==> src/rtl/rotary_knob_decoder_pkg.sv <==
`default_nettype none
// ============================================================================
//  Module   : rotary_knob_decoder_pkg
//  Brief    : Shared constants and helpers for the rotary encoder decoder.
//  Revision : 1.0 - initial release
// ============================================================================
package rotary_knob_decoder_pkg;

    // 100 us of filtering at a 50 MHz system clock
    localparam int          c_FILTER_CYCLES_DEFAULT = 5000;

    localparam logic        c_DIR_LEFT  = 1'b1;
    localparam logic        c_DIR_RIGHT = 1'b0;

    localparam int          c_POS_W     = 3;
    localparam int          c_NUM_POS   = 8;
    localparam logic [7:0]  c_LED_RESET = 8'b0000_0001;

    // One-hot LED pattern for a position
    function automatic logic [7:0] pos_to_led(input logic [c_POS_W-1:0] pos);
        return c_LED_RESET << pos;
    endfunction

endpackage
`default_nettype wire

==> src/rtl/rotary_knob_decoder_deglitch.sv <==
`default_nettype none
// ============================================================================
//  Module   : input_deglitch
//  Brief    : Two-flop synchroniser followed by a persistence filter. The
//             filtered output only follows the synchronised input once the
//             two have differed for FILTER_CYCLES consecutive cycles.
//  Revision : 1.0 - initial release
// ============================================================================
module input_deglitch
    import rotary_knob_decoder_pkg::*;
#(
    parameter int FILTER_CYCLES = c_FILTER_CYCLES_DEFAULT
) (
    input  logic clk,
    input  logic rst,
    input  logic din,
    output logic dout
);

    localparam int                CNT_W     = $clog2(FILTER_CYCLES);
    localparam logic [CNT_W-1:0]  c_CNT_MAX = CNT_W'(FILTER_CYCLES - 1);

    logic             r_sync1;
    logic             r_sync2;
    logic             r_filt;
    logic [CNT_W-1:0] r_cnt;

    // Synchronise the raw input, then count how long it disagrees with the filtered value
    always_ff @(posedge clk) begin
        if (rst) begin
            r_sync1 <= 1'b0;
            r_sync2 <= 1'b0;
            r_filt  <= 1'b0;
            r_cnt   <= '0;
        end else begin
            r_sync1 <= din;
            r_sync2 <= r_sync1;
            if (r_sync2 != r_filt) begin
                if (r_cnt == c_CNT_MAX) begin
                    r_filt <= r_sync2;
                    r_cnt  <= '0;
                end else begin
                    r_cnt  <= r_cnt + 1'b1;
                end
            end else begin
                // any agreeing cycle throws away a partial count
                r_cnt <= '0;
            end
        end
    end

    assign dout = r_filt;

endmodule
`default_nettype wire

==> src/rtl/rotary_knob_decoder.sv <==
`default_nettype none
// ============================================================================
//  Module   : rotary_knob_decoder
//  Brief    : Quadrature rotary encoder + push switch decoder. Deglitches the
//             raw inputs, turns filtered rising edges of A into step events
//             (direction from B), keeps a wrapping 3-bit position and drives
//             it as a one-hot LED pattern.
//  Revision : 1.0 - initial release
// ============================================================================
module rotary_knob_decoder
    import rotary_knob_decoder_pkg::*;
#(
    parameter int FILTER_CYCLES = c_FILTER_CYCLES_DEFAULT,
    parameter int NUM_POS       = c_NUM_POS
) (
    input  logic                clk,
    input  logic                rst,
    input  logic                rot_a,
    input  logic                rot_b,
    input  logic                rot_press,
    output logic                rot_event,
    output logic                rot_left,
    output logic                press_pulse,
    output logic [c_POS_W-1:0]  pos,
    output logic [NUM_POS-1:0]  led
);

    logic               w_filt_a;
    logic               w_filt_b;
    logic               w_filt_press;
    logic               w_step;
    logic               w_dir;
    logic               w_press_rise;
    logic [c_POS_W-1:0] w_pos_next;

    logic               r_filt_a_d;
    logic               r_filt_press_d;
    logic               r_event;
    logic               r_left;
    logic               r_press_pulse;
    logic [c_POS_W-1:0] r_pos;
    logic [NUM_POS-1:0] r_led;

    input_deglitch #(.FILTER_CYCLES(FILTER_CYCLES)) u_deglitch_a (
        .clk  (clk),
        .rst  (rst),
        .din  (rot_a),
        .dout (w_filt_a)
    );

    input_deglitch #(.FILTER_CYCLES(FILTER_CYCLES)) u_deglitch_b (
        .clk  (clk),
        .rst  (rst),
        .din  (rot_b),
        .dout (w_filt_b)
    );

    input_deglitch #(.FILTER_CYCLES(FILTER_CYCLES)) u_deglitch_press (
        .clk  (clk),
        .rst  (rst),
        .din  (rot_press),
        .dout (w_filt_press)
    );

    // Only the rising edge of filtered A is a detent step; B just gives the direction
    assign w_step       = w_filt_a & ~r_filt_a_d;
    assign w_dir        = w_filt_b ? c_DIR_LEFT : c_DIR_RIGHT;
    assign w_press_rise = w_filt_press & ~r_filt_press_d;

    // Next position: a press wins over a simultaneous step, wrap is natural 3-bit overflow
    always_comb begin
        w_pos_next = r_pos;
        if (w_press_rise) begin
            w_pos_next = '0;
        end else if (w_step) begin
            if (w_dir == c_DIR_LEFT) begin
                w_pos_next = r_pos - 1'b1;
            end else begin
                w_pos_next = r_pos + 1'b1;
            end
        end
    end

    // Edge-detect history plus registered event, position and LED outputs
    always_ff @(posedge clk) begin
        if (rst) begin
            r_filt_a_d     <= 1'b0;
            r_filt_press_d <= 1'b0;
            r_event        <= 1'b0;
            r_left         <= 1'b0;
            r_press_pulse  <= 1'b0;
            r_pos          <= '0;
            r_led          <= c_LED_RESET;
        end else begin
            r_filt_a_d     <= w_filt_a;
            r_filt_press_d <= w_filt_press;
            r_event        <= w_step;
            r_left         <= w_step & w_dir;
            r_press_pulse  <= w_press_rise;
            r_pos          <= w_pos_next;
            r_led          <= pos_to_led(w_pos_next);
        end
    end

    assign rot_event   = r_event;
    assign rot_left    = r_left;
    assign press_pulse = r_press_pulse;
    assign pos         = r_pos;
    assign led         = r_led;

endmodule
`default_nettype wire

==> config.mk <==
export PLATFORM = sky130hd
export DESIGN_NAME = rotary_knob_decoder
export DESIGN_NICKNAME = d
export VERILOG_FILES = /design/src/rtl/rotary_knob_decoder_pkg.sv /design/src/rtl/rotary_knob_decoder_deglitch.sv /design/src/rtl/rotary_knob_decoder.sv
export SDC_FILE = /design/constraint.sdc
export NUM_CORES = 1
export LEC_CHECK = 0
export CORE_UTILIZATION = 53
export DETAILED_ROUTE_END_ITERATION = 8
export GPL_ROUTABILITY_DRIVEN = 1
export GPL_TIMING_DRIVEN = 0
export PLACE_DENSITY = 0.73
export SLEW_MARGIN = 20
export SYNTH_ARGS = -nofsm -noshare
export SYNTH_HDL_FRONTEND = slang
export SYNTH_SLANG_ARGS = --single-unit
==> constraint.sdc <==
create_clock -name clk -period 4.3 [get_ports clk]
set_input_delay 0.86 -clock clk [delete_from_list [all_inputs] [get_ports clk]]
set_output_delay 0.86 -clock clk [all_outputs]
set_load 0.01 [all_outputs]
==> results.json <==
{
  "gp_congestion": 0.750,
  "wl_per_cell_um": 11.1,
  "antenna_cells": 0,
  "combPwrFrac_pct": 1.5,
  "powerDensity_nw_per_um2": 356,
  "synth_area_leader_cell": "dfxtp_1",
  "yosysTopAreaCellShare_pct": 51.3,
  "end_kind": "flip-flop",
  "slew-limit-headroom_pct": 70.7,
  "finClkSkew_ns": 0.00587,
  "die_h_um": 70.7,
  "gr-total-overflow": 0,
  "core_um2": 4440,
  "min_period_ns": 2.13,
  "share_seq_of_total_power_pct": 58.0,
  "finalNetCount": 302,
  "route.detailed.drc": 0,
  "port_buffers": 18,
  "dr_wl_met3_um": 104,
  "synthFlopType": "dfxtp_1",
  "ys_seq_area_share_pct": 51.3,
  "post_cts_buffers": 0,
  "critPathMaxFanout": 8,
  "cts_root_buffer": "clkbuf_8",
  "insertion_delay_ns": 0.33,
  "ios": 19,
  "grt_pass1_wl_um": 6780,
  "hpwl_um": 2660,
  "start_util_pct": 56.2,
  "p_switching_uw": 209,
  "grt_pass1_vias": 1552,
  "synthArstFlopShare_pct": 0,
  "vias": 1768,
  "antenna_found_initial": 0,
  "clk_pin_slew_worst_paths_ns": 0.06,
  "worst_slew_pin_slew_ns": 0.440,
  "netlist_area_um2": 2500,
  "rows": 24,
  "syn_avg_cell_area_um2": 9.46,
  "cts_made_buffers": 9,
  "dieArea_um2": 4990,
  "htreeDepth": 3,
  "hold_viol_final": 0,
  "cts_resized": 0,
  "area_growth_pct": 16.0,
  "p_leak_nw": 0.951,
  "synth-seq-cells": 64,
  "clkPwrFrac_pct": 40.5,
  "required_ns": 4.56,
  "setup_tns_ns": 0,
  "m1WireLength_um": 1960,
  "setup_viol": 0,
  "cts_tree": "done",
  "vdd_ir_drop_max_mv": 0.356,
  "cts.path.max_buffers": 2,
  "critPathKind": "primary input to flip-flop",
  "synth_edf_count": 0,
  "drive_gt1_share_pct": 6.42,
  "dr.pass1.iters": 4,
  "ys_top_cells_by_area": "dfxtp_1 51%, xnor2_1 9.5%, nor2_1 8.4%",
  "intPower_uw": 823,
  "hp-class": "flip-flop to flip-flop",
  "finalPower_mw": 1.03,
  "drtIter0Drc": 98,
  "highest_layer": "met4",
  "vias_per_cell": 5.08,
  "cts_hold_buf": 0,
  "synth_fp_nets": 273,
  "cts_sinks": 64,
  "slew_viol_final": 0,
  "maxCapViolations": 0,
  "cp.arrival_ns": 2.39,
  "yosysUniqueCellTypes": 29,
  "met2_length_um": 1740,
  "start_kind": "primary input",
  "finalCritPeriodShare_pct": 49.6,
  "routed_wl_um": 3880,
  "ant_nets": 0,
  "synthCells": 264,
  "status": "complete, no violations",
  "grt_max_degree": 11,
  "rsz0062_at_grt": "false",
  "fmax_ghz": 0.469,
  "p_sw_share_pct": 20.2,
  "die_w_um": 70.7,
  "grt_usage_pct": 17.6,
  "yosys_warnings": 0
}
-- registers in the layout (all words and copies together), names as in the netlist, 3 cells and up --
name,flops
pos,3
u_deglitch_a.r_cnt,13
led,8
u_deglitch_press.r_cnt,13
u_deglitch_b.r_cnt,13
-- kinds of logic after synthesis --
kind of cell | Yosys count | share of synthesized area (%)
AOI/OAI and AO/OA | 1 | 0.200
xor gates and xnor gates | 40 | 14.0
adders and majority gates | 4 | 2.30
muxes | 4 | 1.65
DFF | 64 | 51.3
buffers and inverters | 12 | 2.40
and+or+nand+nor | 139 | 28.1
-- per-layer routing --
layer,vias up,GRT usage (%)
met3,7,6.41
met1,812,23.3
li1,930,-
met5,-,0
met2,19,25.8
met4,0,8.00
-- cells in the mapped netlist (2+ instances only) --
cell type and instances:
mux2i_1 3, ha_1 3, xor2_1 13, and3_1 4
nand2_1 12, clkbuf_1 3, nor4_2 2, and4_1 2
dfxtp_1 64, inv_1 7, nand3_1 15, nand4_1 8
nor2_1 56, xnor2_1 27, nor2b_1 12, or4b_1 3
and2_1 2, nor3_1 11, buf_6 2, or3_2 2
or3_1 2, nor4_1 4
-- final timing paths --
check / startpoint / end / slack, ns / cells past startpoint
worst max-delay path: rst / led[3]$_SDFF_PP0_ / 2.17 / 5
worst min-delay path: r_filt_a_d$_SDFF_PP0_ / rot_event$_SDFF_PP0_ / 0.43 / 1
worst max register to register: u_deglitch_a.r_cnt[0]$_SDFF_PP0_ / u_deglitch_a.r_cnt[9]$_SDFF_PP0_ / 2.47 / 6
worst min register to register: r_filt_a_d$_SDFF_PP0_ / rot_event$_SDFF_PP0_ / 0.43 / 1
-- power by group through the flow --
stage	Clock, mW	Sequential (mW)	Combinational, mW
final	0.417	0.598	0.0158
after floorplan	0	0.611	0.00952
after detailed placement	0	0.611	0.0160
after global placement	0	0.611	0.0159
after global routing	0.461	0.598	0.0179
after CTS	0.433	0.598	0.0162
-- worst max-delay path, stage by stage --
cell	delay, ns
clkdlybuf4s50_1	0.54
or2_2	0.34
clkbuf_1	0.16
or3_1	0.39
nor2_1	0.09
-- placed cells by master, fill, tap and decap left out, drive strengths merged, types with 3 or more instances in the layout --
master         synthesis  layout
inv                    7       7
nand2                 12      12
xor2                  13      13
nand4                  8       8
and3                   4       4
xnor2                 27      27
clkbuf                 3      16
clkdlybuf4s50          0      18
nor2                  56      56
nor4                   6       6
nor2b                 12      12
nand3                 15      15
dfxtp                 64      64
mux2i                  3       3
or3                    4       4
nor3                  11      11
ha                     3       3
or4b                   3       3
-- per-stage QoR --
stage | utilization [%] | worst slack, ns | cell area, µm² | hold slack, ns | cells
after CTS | 65.2 | 2.17 | 2900 | 0.429 | 348
after global placement | 61.7 | 1.86 | 2740 | 0.408 | 334
after floorplan | - | 2.53 | 2500 | 0.392 | 264
after detailed placement | 61.7 | 1.84 | 2740 | 0.420 | 334
after global routing | 65.2 | 2.07 | 2900 | 0.451 | 348
final | 65.2 | 2.17 | 2900 | 0.427 | 348
-- area by class of cell --
cell class | count | area, µm²
clock buffer | 13 | 149
buffer | 5 | 33.8
multi-input combinational | 188 | 1160
sequential | 64 | 1280
clock inverter | 1 | 5.00
tap | 52 | 65.1
inverter | 7 | 26.3
fill | 354 | 1550
timing repair buffer | 18 | 180
Note: power is estimated with default switching activity, not from simulation.
